**src/rtl/alu_op_sequencer.sv**
```systemverilog
// Issue/capture stage in front of a combinational ALU: one op in flight, result after SETTLE cycles.
// Latency: SETTLE edges from accept to result valid (0 for illegal opcodes). Backpressure: result held until res_ready.
module alu_op_sequencer #(
    parameter int WIDTH  = 4,
    parameter int SETTLE = 1
) (
    input  logic             clk,
    input  logic             rst_n,
    input  logic             in_valid,
    output logic             in_ready,
    input  logic [2:0]       in_op,
    input  logic [WIDTH-1:0] in_a,
    input  logic [WIDTH-1:0] in_b,
    output logic [WIDTH-1:0] alu_a,
    output logic [WIDTH-1:0] alu_b,
    output logic [2:0]       alu_signal,
    input  logic [WIDTH-1:0] alu_out,
    output logic             res_valid,
    input  logic             res_ready,
    output logic [WIDTH-1:0] res_data,
    output logic             res_zero,
    output logic             res_err
);

    typedef enum logic [1:0] {IDLE, WAIT, DONE} state_t;

    state_t     state;
    logic [3:0] cnt;
    logic       op_legal;

    assign in_ready = (state == IDLE);

    always_comb begin
        op_legal = 1'b0;
        case (in_op)
            3'b000, 3'b001, 3'b010, 3'b110, 3'b111: op_legal = 1'b1;
            default:                                op_legal = 1'b0;
        endcase
    end

    always_ff @(posedge clk or negedge rst_n) begin
        if (!rst_n) begin
            state      <= IDLE;
            cnt        <= '0;
            alu_a      <= '0;
            alu_b      <= '0;
            alu_signal <= '0;
            res_data   <= '0;
            res_valid  <= 1'b0;
            res_zero   <= 1'b0;
            res_err    <= 1'b0;
        end else begin
            case (state)
                IDLE: begin
                    if (in_valid) begin
                        if (op_legal) begin
                            alu_a      <= in_a;
                            alu_b      <= in_b;
                            alu_signal <= in_op;
                            cnt        <= 4'(SETTLE - 1);
                            state      <= WAIT;
                        end else begin
                            // Illegal op never reaches the ALU; report straight away.
                            res_data  <= '0;
                            res_zero  <= 1'b1;
                            res_err   <= 1'b1;
                            res_valid <= 1'b1;
                            state     <= DONE;
                        end
                    end
                end
                WAIT: begin
                    if (cnt == 4'd0) begin
                        res_data  <= alu_out;
                        res_zero  <= (alu_out == '0);
                        res_err   <= 1'b0;
                        res_valid <= 1'b1;
                        state     <= DONE;
                    end else begin
                        cnt <= cnt - 4'd1;
                    end
                end
                DONE: begin
                    if (res_ready) begin
                        res_valid <= 1'b0;
                        state     <= IDLE;
                    end
                end
                default: state <= IDLE;
            endcase
        end
    end

endmodule

```
**config.mk**
```make
export PLATFORM = sky130hd
export DESIGN_NAME = alu_op_sequencer
export DESIGN_NICKNAME = d
export VERILOG_FILES = /design/src/rtl/alu_op_sequencer.sv
export SDC_FILE = /design/constraint.sdc
export NUM_CORES = 1
export LEC_CHECK = 0
export ABC_AREA = 1
export CAP_MARGIN = 10
export CORE_MARGIN = 10
export CORE_UTILIZATION = 44
export CTS_CLUSTER_SIZE = 14
export DETAILED_ROUTE_END_ITERATION = 10
export HOLD_SLACK_MARGIN = 0.1
export PLACE_DENSITY = 0.81
export REMOVE_ABC_BUFFERS = 1
export SETUP_SLACK_MARGIN = 0.4
export SLEW_MARGIN = 20
export SYNTH_ARGS = -nofsm -noshare
export SYNTH_HDL_FRONTEND = slang
export SYNTH_SLANG_ARGS = --single-unit
```
**constraint.sdc**
```tcl
create_clock -name clk -period 1.7 [get_ports clk]
set_input_delay 0.255 -clock clk [delete_from_list [all_inputs] [get_ports clk]]
set_output_delay 0.255 -clock clk [all_outputs]
set_load 0.02 [all_outputs]
```
==> impl_metrics.toml <==
[logic_synthesis]
yosys-top-cells-area = "dfrtp_1, nand2_1, inv_1"
yosysWarnings = 0
synth_cells = 133
synth.top_cells.by_count = "nand2_1, dfrtp_1, inv_1, nor2_1, nand3_1"
synth_top_area_share = 0.537
synth-edff-count = 0
synth_ff_type = "dfrtp_1"
synth_top_area_cell = "dfrtp_1"
synth_cell_types = 20
synthesis.area_um2 = 1120
yosysMostFrequentCell = "nand2_1"
yosysSeqAreaShare = 0.537
synth.avg_cell_area_um2 = 8.41
ys_ff_latch = 24
async_reset_ff_frac = 1.00

[placed_design]
dp.cells = 201
io_buffers = 37
post-place-ws_ns = 0.0413
place_congestion = 0.742
dpl.hpwl_mm = 2.25

[routing]
vias = 1083
routed_wl_mm = 3.34
viasPerCell = 5.08
drt_iter0_drc = 68
antenna_left = 0
top_layer = "met4"
wl_met1_mm = 1.32
dr.pass1.iters = 4
post_drt_wl_per_cell_um = 15.7
met2_length_mm = 1.85
routed-wl-met3_um = 83
drc = 0

[final_layout]
fillers = 207
layout.nets = 206
layout-drive-gt1-share = 0.284
regArea_um2 = 602
area_delta_synth_final_pct = 42.5
final_cell_count_no_fill = 213
diodes = 0
multiInputGateArea_um2 = 515
post-route-util = 0.649

[grt]
grt_pass1_vias = 1122
grt_pass1_wl_mm = 5.07
grt_start_max_net_pins = 25
grt_overflow_total = 0
antenna_found_initial = 0
grtUsageTotal = 0.122

[die]
dieWidth_um = 70.4
initial_core_util = 0.456
ioPinCount = 38
dieArea_um2 = 4960
coreArea_um2 = 2450
die_h_um = 70.4
rows = 18

[critical_path]
path_max_fanout = 3
arrival_ns = 1.05
endpoint_kind = "primary output"
critPathKind = "flop to primary output"
required_ns = 1.44
start_kind = "flop"
ff2ff_setup_slack_ns = 0.41

[min_path]
min_path_type = "input pin to async pin"

[power]
powerDensity_nw_per_um2 = 1770
p_seq_frac = 0.352
vdd_ir_drop_max_uv = 1070
p_leak_nw = 0.866
p_comb_frac = 0.555
p_sw_mw = 1.32
p_clk_frac = 0.093
p_int_mw = 1.49
p_sw_frac = 0.471

[flow_run]
maxCapViolations = 0

[timing]
setup_viol = 0
maxSlewViolCount = 0
finalSetupTns_ns = 0
finalHoldViolCount = 0
whs_ns = 0.269
fmax_mhz = 764
period_needed_ns = 1.31
slew_headroom = 0.789
fin_crit_sh = 0.770
finClkSkew_ns = 0.00910
setup_ws_ns = 0.391
tightestPinTransition_ns = 0.316
rsz0062_at_grt = "yes"

[run_status]
status = "complete, no violations"

[clock_network]
htreeDepth = 1
clk_latency_ns = 0.32
cts_tree = "built"
clk_pin_slew_worst_paths_ns = 0.14
cts.sinks = 24
cts_buffers = 3
clock_path_buffers = 2
cts_root_buffer = "clkbuf_4"
hold_buffers = 0
layout make-up:
type,instances,share of cell area
clock buffers,3,0.0141
flip-flops and latches,24,0.378
well taps,30,0.0235
repair buffers,45,0.220
repair inverters,1,0.00314
inverters,15,0.0385
multi-input cells,95,0.323
registers in the layout, indices dropped and copies added, names as in the netlist:
signal and cells:
alu_a 4, alu_b 4, alu_signal 3, cnt 4, res_data 4, res_err 1, res_valid 1, res_zero 1
state 2
critical path: stages (launching register included):
cell and delay, ns:
dfrtp_2 0.48, nor2_4 0.13, buf_6 0.13
cell usage in the layout (no fill, tap or decap):
cell	synthesis	final
a21oi_2	1	1
buf_4	0	7
buf_6	1	2
clkbuf_2	0	17
clkbuf_4	0	3
clkdlybuf4s15_1	0	1
clkdlybuf4s50_1	0	18
clkinv_2	0	1
clkinv_4	0	1
dfrtp_1	24	23
dfrtp_2	0	1
ha_1	2	1
ha_4	0	1
inv_1	12	10
inv_2	3	4
nand2_1	58	57
nand2_2	3	4
nand2_4	1	3
nand3_1	5	4
nand3_2	2	2
nand3_4	1	2
nand4_1	2	2
nor2_1	7	7
nor2_4	0	1
nor3_4	0	1
o21ai_0	4	2
o21ai_1	3	4
o21ai_2	0	1
o31ai_1	1	1
xor2_1	1	1
path summary, 6_finish.rpt:
check / startpoint / to / cells past startpoint
worst max-delay path: state[1]$_DFFE_PN0P_ / in_ready / 2
worst min-delay path: rst_n / alu_b[3]$_DFFE_PN0P_ / 2
worst max register to register: state[0]$_DFFE_PN0P_ / cnt[3]$_DFFE_PN0P_ / 6
worst min register to register: res_data[0]$_DFFE_PN0P_ / res_data[0]$_DFFE_PN0P_ / 2
max in group asynchronous: rst_n / state[1]$_DFFE_PN0P_ / 2
min in group clk: in_b[0] / alu_b[0]$_DFFE_PN0P_ / 3
power groups by stage:
stage          Combinational (mW)  Clock, mW  Sequential (mW)
2_1_floorplan               0.619          0             1.21
3_3_place_gp                 1.47          0            0.966
3_5_place_dp                 1.53          0            0.976
4_1_cts                      1.46      0.257            0.964
5_1_grt                      1.72      0.280             1.03
6_report                     1.56      0.261            0.990
metrics by stage:
| stage | power, mW | area (um2) |
|---|---|---|
| after floorplan | 1.83 | 1110 |
| after global placement | 2.43 | 1530 |
| after detailed placement | 2.50 | 1530 |
| after CTS | 2.68 | 1580 |
| after global routing | 3.02 | 1590 |
| final | 2.81 | 1590 |
metal layers:
layer	GRT usage	vias to the layer above
met5	0	-
met4	0.0504	0
met3	0.0297	10
met2	0.240	23
met1	0.116	530
li1	-	520
what timing repair did:
item	4_1_cts	5_1_grt
pin swaps	2	4
setup endpoints to repair	41	42
buffers inserted	3	3
cloned	0	3
resized for setup	33	45
logic make-up after synthesis:
| group | after synthesis | share of synthesized area |
|---|---|---|
| and+or+nand+nor | 81 | 0.327 |
| buffers and inverters | 16 | 0.0604 |
| DFF | 24 | 0.537 |
| AOI/OAI and AO/OA | 9 | 0.0459 |
| adders and majority gates | 2 | 0.0224 |
| xor gates and xnor gates | 1 | 0.00783 |
(Power assumes the default switching activity.)
